File: config.mk
export PLATFORM = sky130hd
export DESIGN_NAME = lcd_bus_monitor
export DESIGN_NICKNAME = d
export VERILOG_FILES = /design/src/rtl/lcd_pkg.sv /design/src/rtl/lcd_evt_fifo.sv /design/src/rtl/lcd_bus_monitor.sv
export SDC_FILE = /design/constraint.sdc
export NUM_CORES = 1
export LEC_CHECK = 0
export CORE_MARGIN = 2
export CORE_UTILIZATION = 41
export DETAILED_ROUTE_END_ITERATION = 7
export SYNTH_ARGS = -nofsm -noshare
export SYNTH_HDL_FRONTEND = slang
export SYNTH_SLANG_ARGS = --single-unit
File: constraint.sdc
create_clock -name clk -period 3.1 [get_ports clk]
set_clock_uncertainty 0.1 [all_clocks]
set_input_delay 0.465 -clock clk [delete_from_list [all_inputs] [get_ports clk]]
set_output_delay 0.465 -clock clk [all_outputs]
set_load 0.05 [all_outputs]
File: src/rtl/lcd_pkg.sv
// Shared types, constants and address helpers for the HD44780-style bus monitor.
// Pure declarations: no latency, no flow control.
// Used by lcd_bus_monitor for command decode and DDRAM address stepping.
package lcd_pkg;

    typedef enum logic [3:0] {
        CMD_NONE,
        CLEAR,
        HOME,
        ENTRY,
        DISP,
        SHIFT,
        FUNC,
        CGRAM,
        DDRAM
    } cmd_class_t;

    typedef struct packed {
        logic       e;
        logic       rs;
        logic       rw;
        logic [7:0] data;
    } lcd_bus_t;

    localparam logic [6:0] LINE1_BASE = 7'h00;
    localparam logic [6:0] LINE2_BASE = 7'h40;
    localparam int         LINE_LEN   = 40;
    localparam int         VISIBLE    = 16;
    localparam logic [7:0] SPACE      = 8'h20;

    localparam logic [6:0] LINE1_LAST = LINE1_BASE + 7'(LINE_LEN - 1);
    localparam logic [6:0] LINE2_LAST = LINE2_BASE + 7'(LINE_LEN - 1);

    function automatic cmd_class_t cmd_decode(input logic [7:0] b);
        cmd_class_t c;
        c = CMD_NONE;
        if (b[7])      c = DDRAM;
        else if (b[6]) c = CGRAM;
        else if (b[5]) c = FUNC;
        else if (b[4]) c = SHIFT;
        else if (b[3]) c = DISP;
        else if (b[2]) c = ENTRY;
        else if (b[1]) c = HOME;
        else if (b[0]) c = CLEAR;
        return c;
    endfunction

    // Only 0x00-0x27 and 0x40-0x67 exist in a 2-line controller.
    function automatic logic addr_invalid(input logic [6:0] a);
        return (a > LINE1_LAST && a < LINE2_BASE) || (a > LINE2_LAST);
    endfunction

    function automatic logic [6:0] addr_step(input logic [6:0] a, input logic inc);
        logic [6:0] n;
        if (inc) begin
            if (a == LINE1_LAST)      n = LINE2_BASE;
            else if (a == LINE2_LAST) n = LINE1_BASE;
            else                      n = a + 7'd1;
        end else begin
            if (a == LINE1_BASE)      n = LINE2_LAST;
            else if (a == LINE2_BASE) n = LINE1_LAST;
            else                      n = a - 7'd1;
        end
        return n;
    endfunction

endpackage

File: src/rtl/lcd_evt_fifo.sv
// Generic synchronous FIFO for decoded bus events.
// Latency: a push is visible at the head (empty deasserts) one cycle later, no bypass.
// Backpressure: push while full is refused unless a pop happens in the same cycle.
module lcd_evt_fifo #(
    parameter int FIFO_DEPTH = 4,
    parameter int WIDTH      = 9,
    localparam int AW        = $clog2(FIFO_DEPTH),
    localparam int CW        = AW + 1
) (
    input  logic             clk,
    input  logic             rst,
    input  logic             push,
    input  logic [WIDTH-1:0] push_dat,
    output logic             full,
    input  logic             pop,
    output logic [WIDTH-1:0] pop_dat,
    output logic             empty,
    output logic [CW-1:0]    count
);

    logic [WIDTH-1:0] mem [FIFO_DEPTH];
    logic [AW-1:0]    wr_ptr;
    logic [AW-1:0]    rd_ptr;
    logic             do_push;
    logic             do_pop;

    assign full    = (count == CW'(FIFO_DEPTH));
    assign empty   = (count == '0);
    assign do_pop  = pop && !empty;
    assign do_push = push && (!full || do_pop);
    assign pop_dat = mem[rd_ptr];

    always_ff @(posedge clk) begin
        if (do_push) mem[wr_ptr] <= push_dat;
    end

    always_ff @(posedge clk) begin
        if (rst) begin
            wr_ptr <= '0;
            rd_ptr <= '0;
            count  <= '0;
        end else begin
            if (do_push) wr_ptr <= wr_ptr + AW'(1);
            if (do_pop)  rd_ptr <= rd_ptr + AW'(1);
            count <= count + CW'(do_push) - CW'(do_pop);
        end
    end

endmodule

File: src/rtl/lcd_bus_monitor.sv
// Passive HD44780 bus tap: decodes E-fall strobes into a 2x16 shadow, mode state and an event stream.
// Latency: pin E fall to state update SYNC_STAGES+1 cycles; evt_valid one cycle later.
// Backpressure: evt_ready stalls the event FIFO; pushes into a full FIFO are dropped and flagged.
module lcd_bus_monitor
    import lcd_pkg::*;
#(
    parameter int SYNC_STAGES = 2,
    parameter int FIFO_DEPTH  = 4
) (
    input  logic       clk,
    input  logic       rst,
    input  logic       lcd_e,
    input  logic       lcd_rw,
    input  logic       lcd_rs,
    input  logic [7:0] lcd_data,
    input  logic [4:0] rd_addr,
    output logic [7:0] rd_char,
    output logic       evt_valid,
    input  logic       evt_ready,
    output logic       evt_is_data,
    output logic [7:0] evt_byte,
    output logic [6:0] ddram_addr,
    output logic       disp_on,
    output logic       cursor_on,
    output logic       blink_on,
    output logic       inc_mode,
    output logic       shift_mode,
    output logic       func_ok,
    output logic       evt_overflow,
    output logic       read_seen,
    output logic       addr_err
);

    localparam int CW = $clog2(FIFO_DEPTH) + 1;

    lcd_bus_t   sync_q [SYNC_STAGES];
    lcd_bus_t   prev_q;
    logic       strobe;
    logic [7:0] shadow [32];
    logic       cgram_mode;

    logic       evt_push;
    logic [8:0] evt_push_dat;
    logic [8:0] evt_head;
    logic       evt_full;
    logic       evt_empty;
    logic       evt_pop;
    logic [CW-1:0] evt_count;

    always_ff @(posedge clk) begin
        if (rst) begin
            for (int i = 0; i < SYNC_STAGES; i++) sync_q[i] <= '0;
            prev_q <= '0;
        end else begin
            sync_q[0] <= '{e: lcd_e, rs: lcd_rs, rw: lcd_rw, data: lcd_data};
            for (int i = 1; i < SYNC_STAGES; i++) sync_q[i] <= sync_q[i-1];
            prev_q <= sync_q[SYNC_STAGES-1];
        end
    end

    // prev_q is the last sample with E high, so it carries the strobed rs/rw/data.
    assign strobe = prev_q.e && !sync_q[SYNC_STAGES-1].e;

    always_ff @(posedge clk) begin
        if (rst) begin
            for (int i = 0; i < 32; i++) shadow[i] <= SPACE;
            ddram_addr <= LINE1_BASE;
            disp_on    <= 1'b0;
            cursor_on  <= 1'b0;
            blink_on   <= 1'b0;
            inc_mode   <= 1'b1;
            shift_mode <= 1'b0;
            func_ok    <= 1'b0;
            cgram_mode <= 1'b0;
            read_seen  <= 1'b0;
            addr_err   <= 1'b0;
        end else if (strobe) begin
            if (prev_q.rw) begin
                read_seen <= 1'b1;
            end else if (!prev_q.rs) begin
                case (cmd_decode(prev_q.data))
                    CLEAR: begin
                        for (int i = 0; i < 32; i++) shadow[i] <= SPACE;
                        ddram_addr <= LINE1_BASE;
                        inc_mode   <= 1'b1;
                        cgram_mode <= 1'b0;
                    end
                    HOME: begin
                        ddram_addr <= LINE1_BASE;
                        cgram_mode <= 1'b0;
                    end
                    ENTRY: begin
                        inc_mode   <= prev_q.data[1];
                        shift_mode <= prev_q.data[0];
                    end
                    DISP: begin
                        disp_on   <= prev_q.data[2];
                        cursor_on <= prev_q.data[1];
                        blink_on  <= prev_q.data[0];
                    end
                    SHIFT: begin
                        if (!prev_q.data[3]) ddram_addr <= addr_step(ddram_addr, prev_q.data[2]);
                    end
                    FUNC:  func_ok    <= prev_q.data[4] & prev_q.data[3];
                    CGRAM: cgram_mode <= 1'b1;
                    DDRAM: begin
                        cgram_mode <= 1'b0;
                        if (addr_invalid(prev_q.data[6:0])) begin
                            ddram_addr <= LINE1_BASE;
                            addr_err   <= 1'b1;
                        end else begin
                            ddram_addr <= prev_q.data[6:0];
                        end
                    end
                    default: ;
                endcase
            end else if (!cgram_mode) begin
                // Only the first VISIBLE columns of each line are mirrored.
                if (ddram_addr[6:4] == LINE1_BASE[6:4])
                    shadow[{1'b0, ddram_addr[3:0]}] <= prev_q.data;
                else if (ddram_addr[6:4] == LINE2_BASE[6:4])
                    shadow[{1'b1, ddram_addr[3:0]}] <= prev_q.data;
                ddram_addr <= addr_step(ddram_addr, inc_mode);
            end
        end
    end

    always_ff @(posedge clk) begin
        if (rst) rd_char <= SPACE;
        else     rd_char <= shadow[rd_addr];
    end

    // Event push is registered so evt_valid trails the state update by one cycle.
    always_ff @(posedge clk) begin
        if (rst) begin
            evt_push     <= 1'b0;
            evt_push_dat <= '0;
            evt_overflow <= 1'b0;
        end else begin
            evt_push     <= strobe && !prev_q.rw;
            evt_push_dat <= {prev_q.rs, prev_q.data};
            if (evt_push && evt_full && !evt_pop) evt_overflow <= 1'b1;
        end
    end

    assign evt_valid   = (evt_count != '0);
    assign evt_pop     = evt_ready && !evt_empty;
    assign evt_is_data = evt_head[8];
    assign evt_byte    = evt_head[7:0];

    lcd_evt_fifo #(
        .FIFO_DEPTH (FIFO_DEPTH),
        .WIDTH      (9)
    ) u_evt_fifo (
        .clk      (clk),
        .rst      (rst),
        .push     (evt_push),
        .push_dat (evt_push_dat),
        .full     (evt_full),
        .pop      (evt_pop),
        .pop_dat  (evt_head),
        .empty    (evt_empty),
        .count    (evt_count)
    );

endmodule

# Word-level counts from Yosys, hierarchy flattened
# Memories as Yosys holds them, arrays and structs flattened. A register that Yosys moved wholly into a read port is not among the register bits.
# Index checks and enable logic that the tools add are counted.
dict set report totals {
  reg_bits 45
  latchBits 0
  ram_bits 314
  mem_bits_ro 0
  in_bits 19
  output_inout_bits 34
  word_cells 211
  n_memories 3
}
# name words word_bits rd rd_clocked_by_memory_dff write_ports line_no
set mem_list {}
lappend mem_list {shadow 32 8 1 1 32 lcd_bus_monitor.sv:39} ;# logic [7:0] shadow [32];
lappend mem_list {u_evt_fifo.mem 4 9 1 1 1 lcd_evt_fifo.sv:21} ;# logic [WIDTH-1:0] mem [FIFO_DEPTH];
lappend mem_list {sync_q 2 11 2 0 2 lcd_bus_monitor.sv:36} ;# lcd_bus_t sync_q [SYNC_STAGES];
dict set report op_classes {
  n_addsub 6
  multipliers 0
  div_mod_pow 0
  n_lt_le_gt_ge 3
  n_eq_ne 15
  shifts 0
  n_mux 93
  bitwise 37
  n_reduce_logical 34
}
# op n
set ops {}
lappend ops {{$mux 8} 34}
lappend ops {{$mux 7} 10}
lappend ops {{$or 1x1->1} 34}
lappend ops {{$mux 1} 29}
lappend ops {{$mux 11} 2}
lappend ops {{$pmux 7 s3} 1}
lappend ops {{$mux 4} 5}
lappend ops {{$reduce_and 4->1} 5}
lappend ops {{$eq 4x3->1 const B} 4}
lappend ops {{$reduce_or 8->1} 2}
lappend ops {{$eq 7x7->1 const B} 2}
lappend ops {{$mux 3} 4}
lappend ops {{$mux 5} 2}
lappend ops {{$reduce_and 5->1} 2}
lappend ops {{$eq 4x2->1 const B} 2}
lappend ops {{$logic_and 1x1->1} 8}
lappend ops {{$mux 2} 4}
lappend ops {{$add 7x1->7 const B} 1}
lappend ops {{$eq 7x6->1 const B} 1}
lappend ops {{$gt 7x6->1 const B} 1}
lappend ops {{$gt 7x7->1 const B} 1}
lappend ops {{$logic_not 7->1} 1}
lappend ops {{$lt 7x7->1 const B} 1}
lappend ops {{$sub 7x1->7 const B} 1}
lappend ops {{other kinds (20)} 31}

# Logic depth before layout (Yosys ltp)
dict set report depth {
  ltp_word 22
  ltp_mapped 10
  mapped_depth_nobuf 10
}

# Hierarchy
# From an unflattened synthesis, not the netlist that was laid out.
dict set report unflattened {
  hier_cells 1113
  area_unflattened_um2 16219.3
}
# mod instances cells_per_inst area_each_um2 seq_area_each_um2
set modules_own_cells {}
lappend modules_own_cells {lcd_bus_monitor 1 1018 14451.4 9048.7}
lappend modules_own_cells {lcd_evt_fifo 1 95 1767.9 1261.2}

# Worst setup path after synthesis
# Ideal clock, no wire load.
dict set report synth_timing {
  path_type {register -> register}
  start {register ddram_addr[4]}
  end {memory shadow[2][0], enable pin}
  setup_time_ns 0.384
  arrival_time_ns 2.822
  required_ns 2.616
  path_slack_ns -0.206
  stages_incl_launch_ff 8
  n_path_buf 3
  period_less_slack_ns 3.306
  path_cell_list {dfxtp_1 clkbuf_1 or2_2 or4_1 or3_1 buf_2 clkbuf_1 o21ai_0}
}
# item line_no
set synth_lines {}
lappend synth_lines {{from (decl)} lcd_bus_monitor.sv:22} ;# output logic [6:0] ddram_addr,
lappend synth_lines {{from (signal assigned)} lcd_bus_monitor.sv:102} ;# if (!prev_q.data[3]) ddram_addr <= addr_step(ddram_addr, prev_q.data[2]);
lappend synth_lines {{from (signal assigned)} lcd_bus_monitor.sv:112} ;# ddram_addr <= prev_q.data[6:0];
lappend synth_lines {{from (signal assigned)} lcd_bus_monitor.sv:123} ;# ddram_addr <= addr_step(ddram_addr, inc_mode);
lappend synth_lines {{to (decl)} lcd_bus_monitor.sv:39}

==> qor.txt <==
Die W: 203 µm
ANT cells: 0
Status: finished, final reports clean
Post-synth EDFFs: 292
Final HPWL DP: 24.3 mm
Die Span Y: 203 µm
Leakage Power: 0.00653 µW
Die Area: 41,100 µm²
Min Hold Slack: 0.163 ns
Setup_tns: 0 ns
Clock net sink count: 369
Worst path required time: 2.53 ns
Worst EP arrival: 2.29 ns
#FFs+latches synth: 369
Power, Total: 11,300 µW
First-pass GRT wire length: 57.4 mm
Tightest Pin Transition: 0.762 ns
Average wire per standard cell: 21.2 µm
Area delta synth->final: 16.5%
Final hold violations: 0
Top FF cell, synth: edfxtp_1
CTS H-tree lvls: 2
Power Density: 601 nW/µm²
Kind of end point of the critical path: primary output
Peak Freq: 0.350 GHz
RSZ-0062 raised after global routing: no
Cell count after synthesis: 1,140
Total track usage: 0.185
Post-Syn Area: 16,200 µm²
1st-pass router iterations: 4
TritonCTS clock tree: built
Maximum vdd drop: 528 µV
Clock Tree Buf Depth: 3
Via count: 9,367
Crit path launch type: flop
Initial core utilization: 0.418
Yosys cell types: 56
Post-Route WL: 37.1 mm
Period minus WS final: 2.86 ns
Number of max-cap violations: 0
GR Overflow Total: 0
Avg Cell Area, Syn: 14.2 µm²
Clock Latency Late Sink: 0.55 ns
Clock Pin Slew Worst Setup and Hold Paths: 0.06 ns
Part of the cycle the worst path needs: 0.922
Post-Layout Cell Count: 1,749
Row cnt: 72
Nets: 1,232
PortBufs: 52
Post-CTS Hold Fix Bufs: 0
IO Pins: 53
Relative slew slack: 0.492
Final Slew Violations: 0
Synth warn: 0
TritonCTS buffer count: 39
DR iter-0 viols: 641
Async S/R FF share, synth: 0
Root Driver: clkbuf_16
Critical path type: reg -> out
Antenna viol nets, final: 0
Number of global-route vias before repair: 9,355
Via/cell ratio: 5.36
Worst hold path class: in -> reg
Core Box Area: 38,800 µm²
Fraction of layout cells with a size suffix above 1: 0.191
Synthesized net count: 1,170
RePlAce Congestion: 0.817
Crit Path Max Fanout: 9
Sequential-to-total area share from yosys stat: 0.636
Placed insts: 1,679
Pin count of the biggest net entering global routing: 72
# DRC: 0
Initial antenna violation count: 2
# setup viols final: 0
-- worst max-delay path, stage by stage (launching register included) --
cell and delay [ns]:
dfxtp_1 0.60, mux4_2 0.42, clkdlybuf4s50_1 0.72
-- final cells by class --
class | instances | area [µm²]
Clock buffer | 57 | 1210
Clock inverter | 13 | 86.3
Fill cell | 3309 | 19900
Inverter | 11 | 41.3
Multi-Input combinational cell | 660 | 5470
Sequential cell | 369 | 10300
Tap cell | 518 | 648
Timing Repair Buffer | 121 | 1110
-- worst paths after layout --
path,startpoint,to,slack (ns),depth (start not counted)
worst max-delay path,flop,evt_byte[0],0.24,2
worst max register to register,sync_q[0][21],shadow[3][0],0.32,6
worst min-delay path,rst,evt_push_dat[8],0.16,3
worst min register to register,sync_q[0][4],sync_q[0][15],0.33,1
-- where the power goes --
part           total (µW)  switching (µW)  internal, µW
combinational        1120             643           481
sequential           5570            88.2          5490
clock                4650            1910          2740
total               11300            2640          8700
-- cells in the final DEF (no fill, tap or decap), types with 4 or more instances in the layout --
cell type and count:
clkbuf_1 6, xnor2_1 7, nor2b_1 48, buf_4 64
edfxtp_1 292, clkdlybuf4s50_1 43, a22o_1 7, buf_12 6
nand3_1 7, o21ai_1 8, clkbuf_8 6, a31oi_1 6
nand4_1 4, and2_1 197, xor2_1 4, inv_1 11
or3_1 35, nand2b_1 8, o22ai_1 4, nand2_1 21
clkinv_2 8, a21oi_1 12, a211oi_1 4, mux2i_1 12
dlymetal6s2s_1 4, mux4_2 88, nor3_1 37, dfxtp_1 77
nor2_1 65, o21ai_0 30, clkbuf_16 44, ha_1 10
nor2_2 6
-- synth_stat cells, types with 6 or more instances --
cell      count  area [µm²]
nor2b_1      48         300
o21ai_0      38         190
buf_2         6        30.0
nand2_1      21        78.8
a22o_1        7        61.3
a21oi_1      13        65.1
mux2i_1      12         120
buf_1        11        41.3
nand3_1       7        35.0
mux4_2       88        1980
nand2b_1      8        50.1
nor3_1       37         185
dfxtp_1      77        1540
nor2_2        6        37.5
inv_1        11        41.3
xnor2_1       7        61.3
ha_1         10         125
nor2_1       65         244
and2_1      197        1230
clkbuf_1     82         308
or3_1        35         219
a31oi_1       6        37.5
edfxtp_1    292        8770
-- stage by stage --
| step | worst slack (ns) | util | instance area [µm²] |
|---|---|---|---|
| 4_1_cts | 0.00416 | 0.486 | 18900 |
| 3_5_place_dp | 0.323 | 0.453 | 17600 |
| 2_1_floorplan | -0.206 | - | 16200 |
| 6_report | 0.242 | 0.486 | 18900 |
| 5_1_grt | 0.129 | 0.486 | 18900 |
| 3_3_place_gp | 0.338 | 0.453 | 17600 |
-- sequential cells by signal, summed over array words and instances, names as in the netlist, 2 cells and up, named ones only --
signal and cells:
shadow 256, u_evt_fifo.mem 36, sync_q 22, prev_q 11, evt_push_dat 9, rd_char 8
ddram_addr 7, u_evt_fifo.count 3, u_evt_fifo.rd_ptr 2, u_evt_fifo.wr_ptr 2
-- cell families after synthesis --
family / Yosys count / share of synthesized area
xor gates and xnor gates: 11 / 0.00594
DFF: 369 / 0.636
buffers and inverters: 111 / 0.0266
muxes: 101 / 0.130
AOI/OAI and AO/OA: 96 / 0.0375
adders and majority gates: 11 / 0.00895
and+or+nand+nor: 441 / 0.155
-- per-layer routing --
layer / vias to the layer above / wire length, µm / global-route usage
met4: 2 / 739 / 0.0495
met3: 59 / 1990 / 0.0382
met2: 255 / 17600 / 0.293
li1: 4325 / - / -
met1: 4726 / 16700 / 0.262
met5: - / 13 / 0
-- timing repair --
| item | in CTS | in global routing |
|---|---|---|
| setup buffers | 0 | 0 |
| setup endpoints to repair | 2 | 4 |
| hold endpoints to repair | 0 | 0 |
| pin swaps | 0 | 0 |
| resized for setup | 2 | 4 |
No activity file was read; power rests on OpenSTA's default activity.
